### src/rtl/hi_lo_muldiv_controller.sv
// HI/LO multiply/divide sequencer: captures operands at issue, iterates a
// shift-add multiplier or restoring divider, applies sign fix-up and issues
// a single-cycle HI/LO write pulse. Stalls the pipeline while an op is in
// flight and the decode stage wants HI/LO or tries to issue another op.
//
// Handshake: start is a request that is only honoured in IDLE; while busy the
// request is dropped and stall is raised so the issuing instruction holds,
// so the op is taken on the first IDLE cycle it is still presented.
module hi_lo_muldiv_controller #(
  parameter int BITS_PER_CYCLE = 1  // legal values: 1, 2, 4
) (
  input  logic        clk,
  input  logic        reset,
  input  logic        start,
  input  logic [1:0]  op,
  input  logic [31:0] operand_a,
  input  logic [31:0] operand_b,
  input  logic        hi_lo_read_request,
  output logic        busy,
  output logic        stall,
  output logic        hi_lo_register_write_enable,
  output logic [31:0] HI_write_data,
  output logic [31:0] LO_write_data,
  output logic        div_by_zero,
  output logic [1:0]  state_dbg
);

  localparam int         ITER = 32 / BITS_PER_CYCLE;
  localparam logic [4:0] LAST = 5'(ITER - 1);

  typedef enum logic [1:0] {
    S_IDLE    = 2'd0,
    S_COMPUTE = 2'd1,
    S_DONE    = 2'd2
  } state_e;

  state_e      state_q;
  logic [4:0]  cnt_q;
  logic        is_div_q;
  logic        neg_q;       // negate product (MULT) or quotient (DIV)
  logic        rem_neg_q;   // remainder takes a negative dividend's sign
  logic [31:0] opb_q;       // |multiplicand| for mul, |divisor| for div
  logic [31:0] acc_hi_q;    // product high half / partial remainder
  logic [31:0] acc_lo_q;    // multiplier bits / dividend-then-quotient
  logic        we_q;
  logic        dbz_q;
  logic [31:0] hi_q;
  logic [31:0] lo_q;

  logic        signed_op;
  logic [31:0] mag_a;
  logic [31:0] mag_b;
  logic        is_dbz;

  assign signed_op = ~op[0];
  assign mag_a     = (signed_op && operand_a[31]) ? (32'd0 - operand_a) : operand_a;
  assign mag_b     = (signed_op && operand_b[31]) ? (32'd0 - operand_b) : operand_b;
  assign is_dbz    = op[1] && (operand_b == 32'd0);

  // One compute cycle: BITS_PER_CYCLE unrolled shift-add or restoring-divide steps.
  logic [31:0] step_hi;
  logic [31:0] step_lo;
  logic [32:0] sum_w;
  logic [32:0] rem_w;
  always_comb begin
    step_hi = acc_hi_q;
    step_lo = acc_lo_q;
    sum_w   = '0;
    rem_w   = '0;
    for (int i = 0; i < BITS_PER_CYCLE; i++) begin
      if (is_div_q) begin
        rem_w   = {step_hi, step_lo[31]};
        step_lo = {step_lo[30:0], 1'b0};
        if (rem_w >= {1'b0, opb_q}) begin
          rem_w      = rem_w - {1'b0, opb_q};
          step_lo[0] = 1'b1;
        end
        step_hi = rem_w[31:0];
      end else begin
        sum_w = step_lo[0] ? ({1'b0, step_hi} + {1'b0, opb_q}) : {1'b0, step_hi};
        {step_hi, step_lo} = {sum_w, step_lo[31:1]};
      end
    end
  end

  // Sign fix-up of the final step's result, registered on entry to DONE.
  logic [63:0] prod;
  logic [31:0] fix_hi;
  logic [31:0] fix_lo;
  always_comb begin
    prod   = {step_hi, step_lo};
    fix_hi = step_hi;
    fix_lo = step_lo;
    if (is_div_q) begin
      fix_lo = neg_q ? (32'd0 - step_lo) : step_lo;
      fix_hi = rem_neg_q ? (32'd0 - step_hi) : step_hi;
    end else begin
      if (neg_q) prod = 64'd0 - prod;
      fix_hi = prod[63:32];
      fix_lo = prod[31:0];
    end
  end

  // Sequencer FSM with registered datapath and HI/LO write outputs.
  always_ff @(posedge clk or posedge reset) begin
    if (reset) begin
      state_q   <= S_IDLE;
      cnt_q     <= '0;
      is_div_q  <= 1'b0;
      neg_q     <= 1'b0;
      rem_neg_q <= 1'b0;
      opb_q     <= '0;
      acc_hi_q  <= '0;
      acc_lo_q  <= '0;
      we_q      <= 1'b0;
      dbz_q     <= 1'b0;
      hi_q      <= '0;
      lo_q      <= '0;
    end else begin
      case (state_q)
        S_IDLE: begin
          if (start) begin
            cnt_q     <= '0;
            is_div_q  <= op[1];
            neg_q     <= signed_op && (operand_a[31] ^ operand_b[31]);
            rem_neg_q <= op[1] && signed_op && operand_a[31];
            opb_q     <= op[1] ? mag_b : mag_a;
            acc_hi_q  <= '0;
            acc_lo_q  <= op[1] ? mag_a : mag_b;
            if (is_dbz) begin
              // Divide by zero bypasses COMPUTE entirely.
              state_q <= S_DONE;
              we_q    <= 1'b1;
              dbz_q   <= 1'b1;
              hi_q    <= operand_a;
              lo_q    <= 32'hFFFF_FFFF;
            end else begin
              state_q <= S_COMPUTE;
            end
          end
        end
        S_COMPUTE: begin
          cnt_q    <= cnt_q + 5'd1;
          acc_hi_q <= step_hi;
          acc_lo_q <= step_lo;
          if (cnt_q == LAST) begin
            state_q <= S_DONE;
            we_q    <= 1'b1;
            hi_q    <= fix_hi;
            lo_q    <= fix_lo;
          end
        end
        S_DONE: begin
          state_q <= S_IDLE;
          we_q    <= 1'b0;
          dbz_q   <= 1'b0;
        end
        default: begin
          state_q <= S_IDLE;
          we_q    <= 1'b0;
          dbz_q   <= 1'b0;
        end
      endcase
    end
  end

  assign busy                        = (state_q != S_IDLE);
  assign stall                       = busy && (start || hi_lo_read_request);
  assign hi_lo_register_write_enable = we_q;
  assign HI_write_data               = hi_q;
  assign LO_write_data               = lo_q;
  assign div_by_zero                 = dbz_q;
  assign state_dbg                   = state_q;

endmodule
### config.mk
export PLATFORM = sky130hd
export DESIGN_NAME = hi_lo_muldiv_controller
export DESIGN_NICKNAME = d
export VERILOG_FILES = /design/src/rtl/hi_lo_muldiv_controller.sv
export SDC_FILE = /design/constraint.sdc
export NUM_CORES = 1
export LEC_CHECK = 0
export CORE_MARGIN = 3
export CORE_UTILIZATION = 60
export CTS_CLUSTER_DIAMETER = 30
export CTS_CLUSTER_SIZE = 10
export DETAILED_ROUTE_END_ITERATION = 10
export HOLD_SLACK_MARGIN = 0.06
export PLACE_DENSITY = 0.79
export SYNTH_ARGS = -nofsm -noshare
export SYNTH_HDL_FRONTEND = slang
export SYNTH_SLANG_ARGS = --single-unit
### constraint.sdc
create_clock -name clk -period 6.3 [get_ports clk]
set_input_delay 0.63 -clock clk [delete_from_list [all_inputs] [get_ports clk]]
set_output_delay 0.63 -clock clk [all_outputs]
set_load 0.02 [all_outputs]
Yosys cells after proc, flatten, opt, wreduce, memory -nomap -nowiden
Index checks and enable logic that the tools add are counted.
{ "word_totals": {"regBits": 172, "in_bits": 70, "out_inout_bits": 70, "word_cells": 84} }
{ "classes": {"n_addsub": 8, "n_lt_le_gt_ge": 1, "n_eq_ne": 5, "n_mux": 37, "n_bitwise": 3, "reduce_logical": 18} }
{ "ops": {"columns": ["cell", "n"], "rows": [
  ["32-bit two-way mux", 19],
  ["32-bit one-hot mux with 2 select lines", 4],
  ["1-bit by 32-bit subtractor with 32-bit output, first input constant", 4],
  ["64-bit two-way mux", 1],
  ["1-bit by 64-bit subtractor with 64-bit output, first input constant", 1],
  ["32-bit by 32-bit adder with 33-bit output", 1],
  ["33-bit by 32-bit >= comparator with 1-bit output", 1],
  ["33-bit two-way mux", 1],
  ["32-bit logical NOT", 1],
  ["32-bit subtractor", 1],
  ["5-bit one-hot mux with 2 select lines", 1],
  ["1-bit logical AND", 7],
  ["2-bit two-way mux", 3],
  ["2-bit inequality test, second input constant", 3],
  ["2-bit AND reduction", 3],
  ["3-bit AND reduction", 2],
  ["5-bit by 1-bit adder with 5-bit output, second input constant", 1],
  ["5-bit equality test, second input constant", 1],
  ["5-bit two-way mux", 1],
  ["1-bit two-way mux", 4],
  ["1-bit one-hot mux with 2 select lines", 2],
  ["2-bit one-hot mux with 2 select lines", 1],
  ["4-bit AND reduction", 1],
  ["2-bit nonzero test", 2],
  ["5 further kinds", 6]
]} }

Depth between registers and ports, before layout
Gate-level depths: netlist of run 1.
{ "depth": {"word_depth": 8, "ltp_mapped": 24, "ltp_nobuf": 22} }

Worst setup path before layout of run 1
Ideal clock, no wire load.
{ "synth_path": {"kind": "register to register", "from": "register acc_hi_q[22]", "to": "register hi_q[24], in the netlist HI_write_data[24]", "setup_ns": 0.131, "t_arrival_ns": 5.321, "t_required_ns": 6.169, "path_slack_ns": 0.847, "path_stages_with_launch": 24, "n_path_buf": 2, "synth_period_minus_slack_ns": 5.453, "path_cell_list": "dfrtp_1 ha_1 buf_6 a21o_1 a31o_1 a221o_1 a211o_1 buf_2 nor3_1 o21bai_1 ha_1 nor3b_1 o221ai_1 or2_2 nor4_1 nand2_1 nor2_1 o211a_1 nand2_1 or3_1 o31a_1 xnor2_1 o22ai_1 o21ai_1"} }
{ "synth_between": {"elab_chain_len": 8, "word_cells_on_any_way": 15, "cone_classes": "add/sub: 4; order compare: 1; mux: 10"} }
{ "synth_lines": {"columns": ["item", "line", "rtl"], "rows": [
  ["from (decl)", "43", "logic [31:0] acc_hi_q;"],
  ["from (signal assigned)", "144", "acc_hi_q <= step_hi;"],
  ["32-bit by 32-bit adder with 33-bit output (tied with other cells)", "80", "sum_w = step_lo[0] ? ({1'b0, step_hi} + {1'b0, opb_q}) : {1'b0, step_hi};"],
  ["33-bit two-way mux (tied with other cells)", "80", null],
  ["32-bit two-way mux", "71", "if (is_div_q) begin"],
  ["1-bit by 64-bit subtractor with 64-bit output or 1-bit by 32-bit subtractor with 32-bit output (tied branches)", "98, 96", null],
  ["64-bit two-way mux or 32-bit two-way mux (tied branches)", "98, 96", null],
  ["32-bit two-way mux *", "94", "if (is_div_q) begin"],
  ["32-bit two-way mux *", "146", "if (cnt_q == LAST) begin"],
  ["32-bit one-hot mux with 2 select lines *", "120", "case (state_q)"],
  ["to (signal assigned)", "135", "hi_q <= operand_a;"],
  ["to (signal assigned)", "149", "hi_q <= fix_hi;"],
  ["to (decl)", "47", "logic [31:0] hi_q;"]
]} }
Every way passes the cells marked *; elsewhere a longest branch is shown, timed or not. The select of a mux whose other input is x is not followed.
A chain may end at the register's enable or synchronous reset.

Worst setup path in the final report of run 1
{ "layout_path": {"from": "register acc_hi_q[5]", "to": "register hi_q[21], in the netlist HI_write_data[21]"} }
The elaborated chain is that of the path after synthesis.

==> results.py, run 1 <==
metrics = {
    "timing": {
        "grt_setup_unrepaired": "false",
        "final.period_utilization_pct": 95.65,
        "fin_crit_ps": 6026,
        "setup_tns_ps": 0,
        "final-hold-violation-count": 0,
        "slew_headroom_pct": 14.10,
        "tightest_slew_ps": 1286,
        "setup_viol": 0,
        "slew_violations": 0,
        "fin_skew_ps": 21.65,
        "fmax_ghz": 0.1659,
        "fin_ws_ps": 273.9,
    },
    "finish": {
        "nNetsFinal": 2280,
        "final_cell_mix": "247 x nand2_1, 211 x a21oi_1, 198 x o21ai_0, 188 x nor2_1, 171 x dfrtp_1",
        "area_growth_pct": 14.89,
        "fin_area_sq_mm": 0.01778,
        "drive_above_1_share_pct": 5.070,
        "final_common_cell": "nand2_1",
        "antennaDiodeCount": 0,
        "finalCoreUtilization_pct": 70.39,
    },
    "flow_run": {
        "cap_viol_max_count": 0,
    },
    "drt": {
        "ant_nets": 0,
        "wl_um": 58620,
        "drcViolationCount": 0,
        "vias": 17040,
        "dr.pass1.iters": 5,
        "viasPerCell": 6.869,
        "first_iter_violations": 2493,
        "wl_per_cell_um": 23.64,
    },
    "yosys": {
        "ys_seq_area_share_pct": 27.82,
        "synth_edf_count": 0,
        "yosys_register_bits": 172,
        "synth.area.top_cells": "dfrtp_1 28%, a21oi_1 6.8%, o21ai_0 6.4%, nand2_1 6.0%, ha_1 5.7%",
        "synth_fp_nets": 2197,
        "synth_cell_type_count": 81,
        "ys.flop_type": "dfrtp_1",
        "synth_top_area_share_pct": 27.82,
        "avgSynthCellArea_sq_um": 7.530,
        "syn_area_sq_mm": 0.01547,
        "ys_warn_count": 0,
        "synthArstFlopShare_pct": 100.0,
        "syn_inst": 2055,
        "yosys.area.top_type": "dfrtp_1",
    },
    "critical_path": {
        "crit_path_start": "acc_hi_q[5]$_DFFE_PP0P_",
        "worst-path-stages": 18,
        "path_common_cell": "buf_4",
        "crit_fanout": 23,
        "arrival_ps": 6380,
        "critPathMaxStageDelay_ps": 1020,
        "r2r_cells": 18,
        "critPathKind": "flip-flop to flip-flop",
        "path_delay_family": "compound AO/OA/AOI/OAI gates",
        "crit_required_ps": 6650,
        "reg2reg_slack_ps": 270,
        "r2r-start": "acc_hi_q[5]$_DFFE_PP0P_",
        "rr_endpoint": "HI_write_data[21]$_DFFE_PP0P_",
        "endpoint_kind": "flip-flop",
        "slowest_stage": "a2111oi_1",
        "path_cells": "ha_1 > nand2_1 > nor4_1 > and3_1 > a211o_1 > buf_4 > or2_1 > buf_4 > o211ai_1 > a2111oi_1 > o2111ai_1 > buf_4 > or4_4 > o31ai_2 > xnor2_1 > o221ai_1 > buf_4 > nand2_1",
        "start_kind": "flip-flop",
        "path_buf_inv": 4,
    },
    "hold_path": {
        "hp-class": "flip-flop to flip-flop",
        "min_to": "HI_write_data[21]$_DFFE_PP0P_",
        "hold_depth": 2,
        "min_from": "HI_write_data[21]$_DFFE_PP0P_",
    },
    "die": {
        "die_area_sq_mm": 0.02775,
        "die_width_um": 166.6,
        "core-area_sq_mm": 0.02525,
        "pin_count": 140,
        "placementRows": 58,
        "start_util_pct": 61.27,
        "die_y_um": 166.6,
    },
    "global_routing": {
        "grt_usage_pct": 41.08,
        "grt_pass1_vias": 16060,
        "gr-total-overflow": 0,
        "grt_max_degree": 103,
        "grt_first_pass_wirelength_um": 91090,
        "antenna_found_initial": 0,
    },
    "cts": {
        "clk_path_buf_depth": 2,
        "cts.sinks": 172,
        "cts_tree": "yes",
        "cts_buffers": 17,
        "cts-root-buf": "clkbuf_16",
        "post_cts.repair.setup_buffers": 0,
        "insertion_delay_ps": 460,
        "hold_buffers": 0,
        "path_clk_slew_ps": 80,
        "h-tree-depth": 4,
    },
    "place": {
        "placed_area_sq_mm": 0.01719,
        "gp_congestion": 1.028,
        "place_ws_ps": 329.7,
        "dp_hpwl_um": 44350,
        "io_buffers": 139,
    },
    "outcome": {
        "outcome": "complete, no violations",
    },
}
==> timing repair <==
action                     CTS  global route
gates resized for setup      0             3
setup endpoints to repair    0             7
hold endpoints to repair     0             0
==> synthesized netlist by cell type, types with 6 or more instances <==
master and instances:
inv_1 73, nand3b_1 9, nor3_1 50, a31oi_1 23, o31ai_1 26, and3_1 22
o22a_1 6, nand2b_1 20, nand4_1 20, mux2i_1 44, buf_1 16, nor2_1 190
xor2_1 61, clkbuf_1 95, dfrtp_1 172, nand3_1 57, a211o_1 7, o21ai_0 198
ha_1 70, a21boi_0 11, o21bai_1 7, and2_1 13, buf_2 6, nor4_1 15
o221ai_1 27, o211ai_1 33, a211oi_1 17, nor2b_1 17, a21oi_1 211, a21o_1 28
mux2_2 10, xnor2_1 95, a311oi_1 7, a2111oi_0 6, o2111ai_1 6, nand2_1 248
or3_1 25, nor3b_1 17, o22ai_1 16
==> flip-flops by register name, summed over array words and instances, names as in the netlist <==
signal                       flops
HI_write_data                   32
LO_write_data                   32
acc_hi_q                        32
acc_lo_q                        32
opb_q                           32
cnt_q                            5
state_dbg                        2
div_by_zero                      1
hi_lo_register_write_enable      1
is_div_q                         1
neg_q                            1
rem_neg_q                        1
==> stage by stage <==
step                hold WS (ps)  std cells
finish                     500.4       2480
global route               518.8       2480
CTS                        506.3       2480
detailed placement         476.4       2449
global placement           469.3       2449
floorplan                  465.2       2055
==> cell families after synthesis <==
logic type | Yosys count | share of synthesized area (%)
mux | 55 | 3.671
xor+xnor | 156 | 8.830
compound gates | 683 | 27.19
fa+ha+maj | 72 | 5.919
simple gates | 725 | 21.82
flops | 172 | 27.82
buf+inv | 192 | 4.755
==> final cells by class <==
cell class	count	area, sq um
repair buffers	182	1722
multi-input cells	1691	10480
inverters	74	282.8
clock buffers	17	425.4
well taps	330	412.9
fillers	2109	7477
flip-flops and latches	172	4308
clock inverters	14	145.1
==> layer usage <==
metal  up-vias  GRT usage (%)  share of wire (%)  wire length (um)
li1       7610              -                  -                 -
met4         0          20.30                5.7              3329
met2      1154          60.33                 42             24650
met5         -              0                  0                 0
met1      8096          56.00                 40             23400
met3       176          11.30                 12              7242
==> worst max path at each step <==
| stage | endpoint |
|---|---|
| floorplan | HI_write_data[24]$_DFFE_PP0P_ |
| global placement | HI_write_data[24]$_DFFE_PP0P_ |
| detailed placement | HI_write_data[24]$_DFFE_PP0P_ |
| CTS | HI_write_data[24]$_DFFE_PP0P_ |
| global route | HI_write_data[24]$_DFFE_PP0P_ |
| finish | HI_write_data[21]$_DFFE_PP0P_ |
==> worst reg2reg max path: cells and delay by family (launching register included) <==
family | cells | cell delay, ps
fa+ha+maj | 1 | 450
xor+xnor | 1 | 130
compound gates | 6 | 2040
simple gates | 6 | 1800
buf+inv | 4 | 1030
flops | 1 | 470
Power of run 1 is left out: the tool's default activity adds up to more than one toggle a clock period on the data nets, which glitch-free logic cannot reach.
==> run 2, diff against run 1 <==
Settings changed: SKIP_CTS_REPAIR_TIMING set to 1.
==> results of run 2 <==
No change in the layout: final DEF, timing and power equal those of run 1.
Power of run 2 is left out for the same reason.
